### config.mk
export PLATFORM = sky130hd
export DESIGN_NAME = lcd_text_sequencer
export DESIGN_NICKNAME = d
export VERILOG_FILES = /design/src/rtl/lcd_text_sequencer.sv
export SDC_FILE = /design/constraint.sdc
export NUM_CORES = 1
export LEC_CHECK = 0
export BUFFER_PORTS_ARGS = -buffer_cell sky130_fd_sc_hd__buf_2
export CAP_MARGIN = 20
export CORE_UTILIZATION = 42
export DETAILED_ROUTE_END_ITERATION = 8
export PLACE_DENSITY = 0.64
export SLEW_MARGIN = 20
export SYNTH_ARGS = -nofsm -noshare
export SYNTH_HDL_FRONTEND = slang
export SYNTH_SLANG_ARGS = --single-unit
### constraint.sdc
create_clock -name iCLK -period 3.5 [get_ports iCLK]
set_clock_uncertainty 0.05 [all_clocks]
set_input_delay 0.35 -clock iCLK [delete_from_list [all_inputs] [get_ports iCLK]]
set_output_delay 0.35 -clock iCLK [all_outputs]
set_load 0.1 [all_outputs]
### src/rtl/lcd_text_sequencer.sv
// Command/text source for the character-LCD write controller: holds a 2x16 text
// buffer and replays init (first pass only) plus both lines as single-byte transfers.
module lcd_text_sequencer #(
    parameter int CMD_DELAY   = 2000,
    parameter int CLEAR_DELAY = 100000
) (
    input  logic       iCLK,
    input  logic       rst,
    input  logic       iWr,
    input  logic [4:0] iAddr,
    input  logic [7:0] iChar,
    input  logic       iRefresh,
    output logic       oBusy,
    output logic       oInitDone,
    output logic [7:0] oLCD_DATA,
    output logic       oLCD_RS,
    output logic       oLCD_Start,
    input  logic       iLCD_Done
);

    localparam int MAX_DELAY = (CMD_DELAY > CLEAR_DELAY) ? CMD_DELAY : CLEAR_DELAY;
    localparam int CW        = $clog2(MAX_DELAY) + 1;

    localparam logic [5:0] IDX_INIT_LAST = 6'd4;
    localparam logic [5:0] IDX_LINE1_END = 6'd20;
    localparam logic [5:0] IDX_LINE2_CMD = 6'd21;
    localparam logic [5:0] IDX_LAST      = 6'd37;

    typedef enum logic [2:0] {
        S_IDLE,
        S_LOAD,
        S_SEND,
        S_ARM,
        S_WAIT,
        S_DELAY,
        S_NEXT
    } state_t;

    state_t        state_q, state_d;
    logic [5:0]    idx_q, idx_d;
    logic [CW-1:0] cnt_q, cnt_d;
    logic          pend_q, pend_d;
    logic          busy_q, busy_d;
    logic          init_q, init_d;
    logic [7:0]    data_q, data_d;
    logic          rs_q, rs_d;

    logic [7:0]    buf_q [32];
    logic [7:0]    sel_byte;
    logic          sel_rs;
    logic [5:0]    off1, off2;

    always_ff @(posedge iCLK) begin
        if (rst) begin
            for (int i = 0; i < 32; i++) buf_q[i] <= 8'h20;
        end else if (iWr) begin
            buf_q[iAddr] <= iChar;
        end
    end

    // Byte/RS for the current transfer index; line 2 lives in buffer[16..31].
    always_comb begin
        off1     = idx_q - 6'd5;
        off2     = idx_q - 6'd22;
        sel_rs   = 1'b1;
        sel_byte = 8'h20;
        if (idx_q <= IDX_INIT_LAST) begin
            sel_rs = 1'b0;
            case (idx_q[2:0])
                3'd0:    sel_byte = 8'h38;
                3'd1:    sel_byte = 8'h0C;
                3'd2:    sel_byte = 8'h01;
                3'd3:    sel_byte = 8'h06;
                default: sel_byte = 8'h80;
            endcase
        end else if (idx_q <= IDX_LINE1_END) begin
            sel_byte = buf_q[{1'b0, off1[3:0]}];
        end else if (idx_q == IDX_LINE2_CMD) begin
            sel_rs   = 1'b0;
            sel_byte = 8'hC0;
        end else begin
            sel_byte = buf_q[{1'b1, off2[3:0]}];
        end
    end

    always_ff @(posedge iCLK) begin
        if (rst) begin
            state_q <= S_IDLE;
            idx_q   <= '0;
            cnt_q   <= '0;
            pend_q  <= 1'b0;
            busy_q  <= 1'b0;
            init_q  <= 1'b0;
            data_q  <= '0;
            rs_q    <= 1'b0;
        end else begin
            state_q <= state_d;
            idx_q   <= idx_d;
            cnt_q   <= cnt_d;
            pend_q  <= pend_d;
            busy_q  <= busy_d;
            init_q  <= init_d;
            data_q  <= data_d;
            rs_q    <= rs_d;
        end
    end

    always_comb begin
        state_d = state_q;
        idx_d   = idx_q;
        cnt_d   = cnt_q;
        pend_d  = pend_q;
        busy_d  = busy_q;
        init_d  = init_q;
        data_d  = data_q;
        rs_d    = rs_q;

        if (iRefresh && busy_q) pend_d = 1'b1;

        case (state_q)
            S_IDLE: begin
                if (iRefresh || pend_q) begin
                    state_d = S_LOAD;
                    idx_d   = init_q ? IDX_INIT_LAST : 6'd0;
                    pend_d  = 1'b0;
                    busy_d  = 1'b1;
                end else begin
                    busy_d  = 1'b0;
                end
            end
            S_LOAD: begin
                data_d  = sel_byte;
                rs_d    = sel_rs;
                state_d = S_SEND;
            end
            S_SEND: state_d = S_ARM;
            // The controller's done from the previous transfer is stale until it drops.
            S_ARM: begin
                if (!iLCD_Done) state_d = S_WAIT;
            end
            S_WAIT: begin
                if (iLCD_Done) begin
                    cnt_d   = (data_q == 8'h01 && !rs_q) ? CW'(CLEAR_DELAY) : CW'(CMD_DELAY);
                    state_d = S_DELAY;
                end
            end
            S_DELAY: begin
                if (cnt_q <= CW'(1)) begin
                    cnt_d   = '0;
                    state_d = S_NEXT;
                end else begin
                    cnt_d   = cnt_q - CW'(1);
                end
            end
            S_NEXT: begin
                if (idx_q == IDX_INIT_LAST) init_d = 1'b1;
                if (idx_q == IDX_LAST) begin
                    state_d = S_IDLE;
                    // Keep busy asserted when a queued pass will start from IDLE.
                    busy_d  = pend_d;
                end else begin
                    idx_d   = idx_q + 6'd1;
                    state_d = S_LOAD;
                end
            end
            default: state_d = S_IDLE;
        endcase
    end

    assign oBusy      = busy_q;
    assign oInitDone  = init_q;
    assign oLCD_DATA  = data_q;
    assign oLCD_RS    = rs_q;
    assign oLCD_Start = (state_q == S_SEND);

endmodule
=== Yosys cells after proc, flatten, opt, wreduce, memory -nomap -nowiden ===
Memory sizes are Yosys's and may differ from the RTL's.
Index checks and enable logic that the tools add are counted.

* Add/subtract/negate cells: 4
* $lt $le $gt $ge: 3
* Equal/unequal tests: 19
* Mux-type cells: 35
* Reduce and logical (&&, ||, !) cells: 14

{| class="wikitable"
|+ Operators with widths
! kind !! count
|-
| two-way mux 18 bit || 2
|-
| one-hot mux 18 bit (2 select lines) || 1
|-
| two-way mux 8 bit || 4
|-
| one-hot mux 8 bit (4 select lines) || 1
|-
| one-hot mux 3 bit (7 select lines) || 1
|-
| <= comparator 18 x 1 -> 1 bit, second input constant || 1
|-
| subtractor 18 x 1 -> 18 bit, second input constant || 1
|-
| two-way mux 17 bit || 1
|-
| two-way mux 1 bit || 15
|-
| two-way mux 3 bit || 5
|-
| == test 3 x 2 -> 1 bit, second input constant || 4
|-
| two-way mux 6 bit || 2
|-
| != test 2 bit, second input constant || 6
|-
| one-hot mux 6 bit (2 select lines) || 1
|-
| == test 3 bit, second input constant || 3
|-
| == test 8 x 1 -> 1 bit, second input constant || 1
|-
| OR reduction 8 bit || 1
|-
| subtractor 4 x 3 -> 4 bit, second input constant || 2
|-
| adder 6 x 1 -> 6 bit, second input constant || 1
|-
| == test 3 x 1 -> 1 bit, second input constant || 2
|-
| == test 6 x 3 -> 1 bit, second input constant || 1
|-
| == test 6 x 5 -> 1 bit, second input constant || 1
|-
| == test 6 bit, second input constant || 1
|-
| <= comparator 6 x 3 -> 1 bit, second input constant || 1
|-
| 11 further kinds || 16
|}

* Bits in registers: 39
* Bits in writable memories: 256
* Input bits: 18
* Output and inout bits: 12
* Word-level logic and storage cells: 84
* Memories kept: 1

{| class="wikitable"
|+ Memory list
! name !! depth !! width !! read ports !! clocked after memory_dff !! wr ports !! RTL line !! source
|-
| buf_q || 32 || 8 || 2 || 0 || 32 || 48 || <nowiki>logic [7:0] buf_q [32];</nowiki>
|}

=== Longest topological paths before layout ===
* Depth in word-level cells: 5
* Mapped depth: 12
* Gate-level depth less buffers: 7

=== Worst setup path before layout ===
No wires, ideal clock.

* Kind: register to output
* From: register state_q[1]
* To: output oLCD_Start
* Arrival time: 2.803 ns
* Required time: 3.100 ns
* Setup slack: 0.297 ns
* Stages on the path, launching flop included: 3
* Buffers on the path: 1
* Cell sequence: dfxtp_1 clkbuf_1 nor3b_1

* Longest elaborated chain between the ends: 1

{| class="wikitable"
|+ Ends and longest elaborated chain
! what !! RTL line !! source
|-
| start, declared || 39 || <nowiki>state_t state_q, state_d;</nowiki>
|-
| start signal, assigned || 97 || <nowiki>state_q <= state_d;</nowiki>
|-
| == test 3 x 2 -> 1 bit || 174 || <nowiki>assign oLCD_Start = (state_q == S_SEND);</nowiki>
|-
| end, declared || 17 || <nowiki>output logic oLCD_Start,</nowiki>
|}

No other way between the ends.

=== Worst setup path in the final report ===
* From: register idx_q[2]
* To: register data_q[3], in the netlist oLCD_DATA[3]

* Longest elaborated chain between the ends: 5
* Elaborated cells between the ends (all ways): 14
* Those cells by class: add/sub (2); order compare (2); eq/ne (4); mux (4); reduce/logical (1); memory (1)

{| class="wikitable"
|+ Ends and longest elaborated chain
! what !! RTL line !! source
|-
| start, declared || 40 || <nowiki>logic [5:0] idx_q, idx_d;</nowiki>
|-
| start signal, assigned || 98 || <nowiki>idx_q <= idx_d;</nowiki>
|-
| subtractor 4 x 3 -> 4 bit || 64 || <nowiki>off2 = idx_q - 6'd22;</nowiki>
|-
| memory (32 x 8 bit) || -- ||
|-
| two-way mux 8 bit || 78 || <nowiki>end else if (idx_q == IDX_LINE2_CMD) begin</nowiki>
|-
| two-way mux 8 bit || 76 || <nowiki>end else if (idx_q <= IDX_LINE1_END) begin</nowiki>
|-
| two-way mux 8 bit * || 67 || <nowiki>if (idx_q <= IDX_INIT_LAST) begin</nowiki>
|-
| end signal, assigned || 103 || <nowiki>data_q <= data_d;</nowiki>
|-
| end, declared || 45 || <nowiki>logic [7:0] data_q, data_d;</nowiki>
|}

Every way passes the cells marked *; elsewhere a longest branch is shown, timed or not.
A chain may end at the register's enable or synchronous reset.

==> impl_metrics.toml <==
[status]
run_status = "completed"

[power_and_ir_drop]
p_comb_share_pct = 6.6
pwr-share-clk_pct = 43.1
seqPwrFrac_pct = 50.3
leakagePower_uw = 0.005556
p_int_uw = 6267
switchingPower_uw = 1825
switching_share_pct = 22.55
ir_drop_mv = 0.3130
cellPowerDensity_mw_per_mm2 = 503.4

[timing]
tightestPinTransition_ns = 0.7328
setup_viol = 0
relSlewSlack_pct = 51.15
min_period_ns = 2.616
hold_violations = 0
fin_hold_ws_ns = 0.1294
fin_crit_sh_pct = 74.76
setup_slack_ns = 0.8836
tns_ns = 0
fmax_mhz = 382.2
rsz0062_at_grt = "false"
drv_slew = 0

[route]
drc = 0
wirelength_mm = 34.06
firstDrtPassIters = 5
routedWlPerCell_um = 21.14
ant_nets = 0
drtIter0Drc = 751
vias = 8961
via_per_inst = 5.562

[synth]
yosys.cell_types.count = 59
yosys.area_share.adder_pct = 0.8791
synth_most_common_cell = "edfxtp_1"
synth_area_leader_cell = "edfxtp_1"
synth_edf_count = 256
synth.area.top_cells = "edfxtp_1 (54%), and2_1 (10%), mux4_2 (7.3%), dfxtp_1 (5.5%), mux2i_1 (3.4%)"
yosys-top-cells-count = "edfxtp_1 (256), and2_1 (228), clkbuf_1 (64), nor2_1 (58), o21ai_0 (51)"
synth_area_mm2 = 0.01423
synth_compound_area_share_pct = 6.664
syn-num-nets = 1138
synth_top_family_by_area = "simple AND/OR/NAND/NOR gates"
syn_inst = 1110
yosys_warnings = 0
synth_top_cell_area_share_pct = 54.01
avgSynthCellArea_um2 = 12.82
synthXorXnorAreaFrac_pct = 0.4923
yosys_register_bits = 295
synth-simple-area-share_pct = 18.37
synthMuxAreaShare_pct = 11.44
ys_async_sr_fraction_pct = 0
synth-main-ff-cell = "edfxtp_1"
synth-seq-area-share_pct = 59.50

[critical_path]
worstPathMaxFanout = 15
end_kind = "flip-flop"
r2r_setup_slack_ns = 0.88
crit_arrival_ns = 2.95
rr_startpoint = "idx_q[2]"
crit_path_end = "oLCD_DATA[3]"
worst_ep_required_time_ns = 3.83
setup.worst_path.class = "reg2reg"
r2r_end = "oLCD_DATA[3]"
critPathLaunchType = "flip-flop"
critPathLaunch = "idx_q[2]"
worst-r2r-cell-count = 7

[floorplanning]
rows = 67
die_h_um = 186.1
ios = 30
initial_core_util_pct = 42.55
coreArea_mm2 = 0.03345
dieArea_mm2 = 0.03463
die_w_um = 186.1

[grt]
grt_start_max_net_pins = 62
grt_pass1_vias = 8753
grt_usage_pct = 20.14
grt-ovfl-total = 0
grt_pass1_wl_mm = 51.98
antenna_found_initial = 1

[place]
place.gp.congestion = 0.8709
hpwlAfterDp_mm = 22.20
io_buffers = 29
dp_slack_ns = 0.8597
placed_cell_area_mm2 = 0.01499
dp_cells = 1554

[cts]
cts.repair.resized = 0
clockRootBuffer = "clkbuf_16"
tritoncts = "built"
cts.clk_slew.worst_paths_ns = 0.06
hold_buffers = 0
cts_inserted_buffers = 34
cts_setup_buffers = 0
cts_sinks = 295
clock_latency_ns = 0.51
htreeDepth = 2
clk_path_buf_depth = 3

[min_path]
worst_hold_path_type = "in2reg"
holdPathStages = 3

[finish]
finalNonFillerCells = 1611
synthToLayoutAreaGrowth_pct = 12.93
antenna_cells = 0
drive_above_1_share_pct = 16.42
final_area_mm2 = 0.01607
layout.nets = 1170

[run]
cap_violations = 0
cell type report:
class / count / area (um^2)
timing repair buffer: 78 / 525.5
fill: 2923 / 17380
multi-input combinational: 722 / 5394
clock buffer: 40 / 894.6
inverter: 11 / 41.29
tap: 448 / 560.5
clock inverter: 17 / 183.9
sequential: 295 / 8473
kinds of logic (layout without fill, tap and decap cells):
family / Yosys count / count (layout)
buffers and inverters: 93 / 146
multiplexers: 104 / 104
adder cells (fa/ha/maj): 10 / 10
flip-flops: 295 / 295
XOR/XNOR: 8 / 8
AND/OR/NAND/NOR: 450 / 450
AO/OA/AOI/OAI: 150 / 150
worst min-delay path by stage:
stage	end	from	slack [ns]
finish	pend_q	iRefresh	0.13
global route	pend_q	iRefresh	0.17
CTS	pend_q	iRefresh	0.10
detailed placement	cnt_q[7]	cnt_q[7]	0.42
global placement	cnt_q[7]	cnt_q[7]	0.41
floorplan	cnt_q[7]	cnt_q[7]	0.39
through the flow:
step	util, %	power [uW]
4_1_cts	48.05	8142
5_1_grt	48.05	8310
6_report	48.05	8091
2_1_floorplan	-	4464
3_3_place_gp	44.83	4669
3_5_place_dp	44.83	4679
sequential cells by signal, summed over array words and instances, names as in the netlist:
signal and count:
oLCD_DATA 8, cnt_q 18, oLCD_RS 1, buf_q 256
idx_q 6, oBusy 1, pend_q 1, state_q 3
oInitDone 1
power by group through the flow:
stage          Sequential (uW)  Combinational, uW  Clock, uW
3_5_place_dp              4150                532          0
4_1_cts                   4070                533       3540
2_1_floorplan             4180                283          0
6_report                  4070                531       3490
5_1_grt                   4090                571       3650
3_3_place_gp              4140                527          0
placed cells by master, fill, tap and decap left out, drive strengths merged, types with 14 or more instances in the layout:
master and n:
a21oi 33, and2 230, buf 78, clkbuf 40
dfxtp 39, edfxtp 256, mux2i 49, mux4 46
nand2 30, nand3 14, nor2 58, nor2b 14
nor3 24, o21ai 51, or3 39
worst max-delay path, stage by stage, from the launching register on:
cell	delay (ns)
dfxtp_1	0.43
ha_1	0.73
buf_4	0.33
nor2b_1	0.06
a2111oi_0	0.40
a21oi_1	0.08
a311oi_1	0.32
a21oi_1	0.10
routing by layer:
metal / track usage [%] / wire (um) / up-vias
met2: 33.00 / 16500 / 278
met1: 27.83 / 14990 / 4458
met3: 3.189 / 1991 / 38
li1: - / - / 4187
met5: 0 / 0 / -
met4: 5.148 / 576 / 0
(Power assumes the default switching activity.)
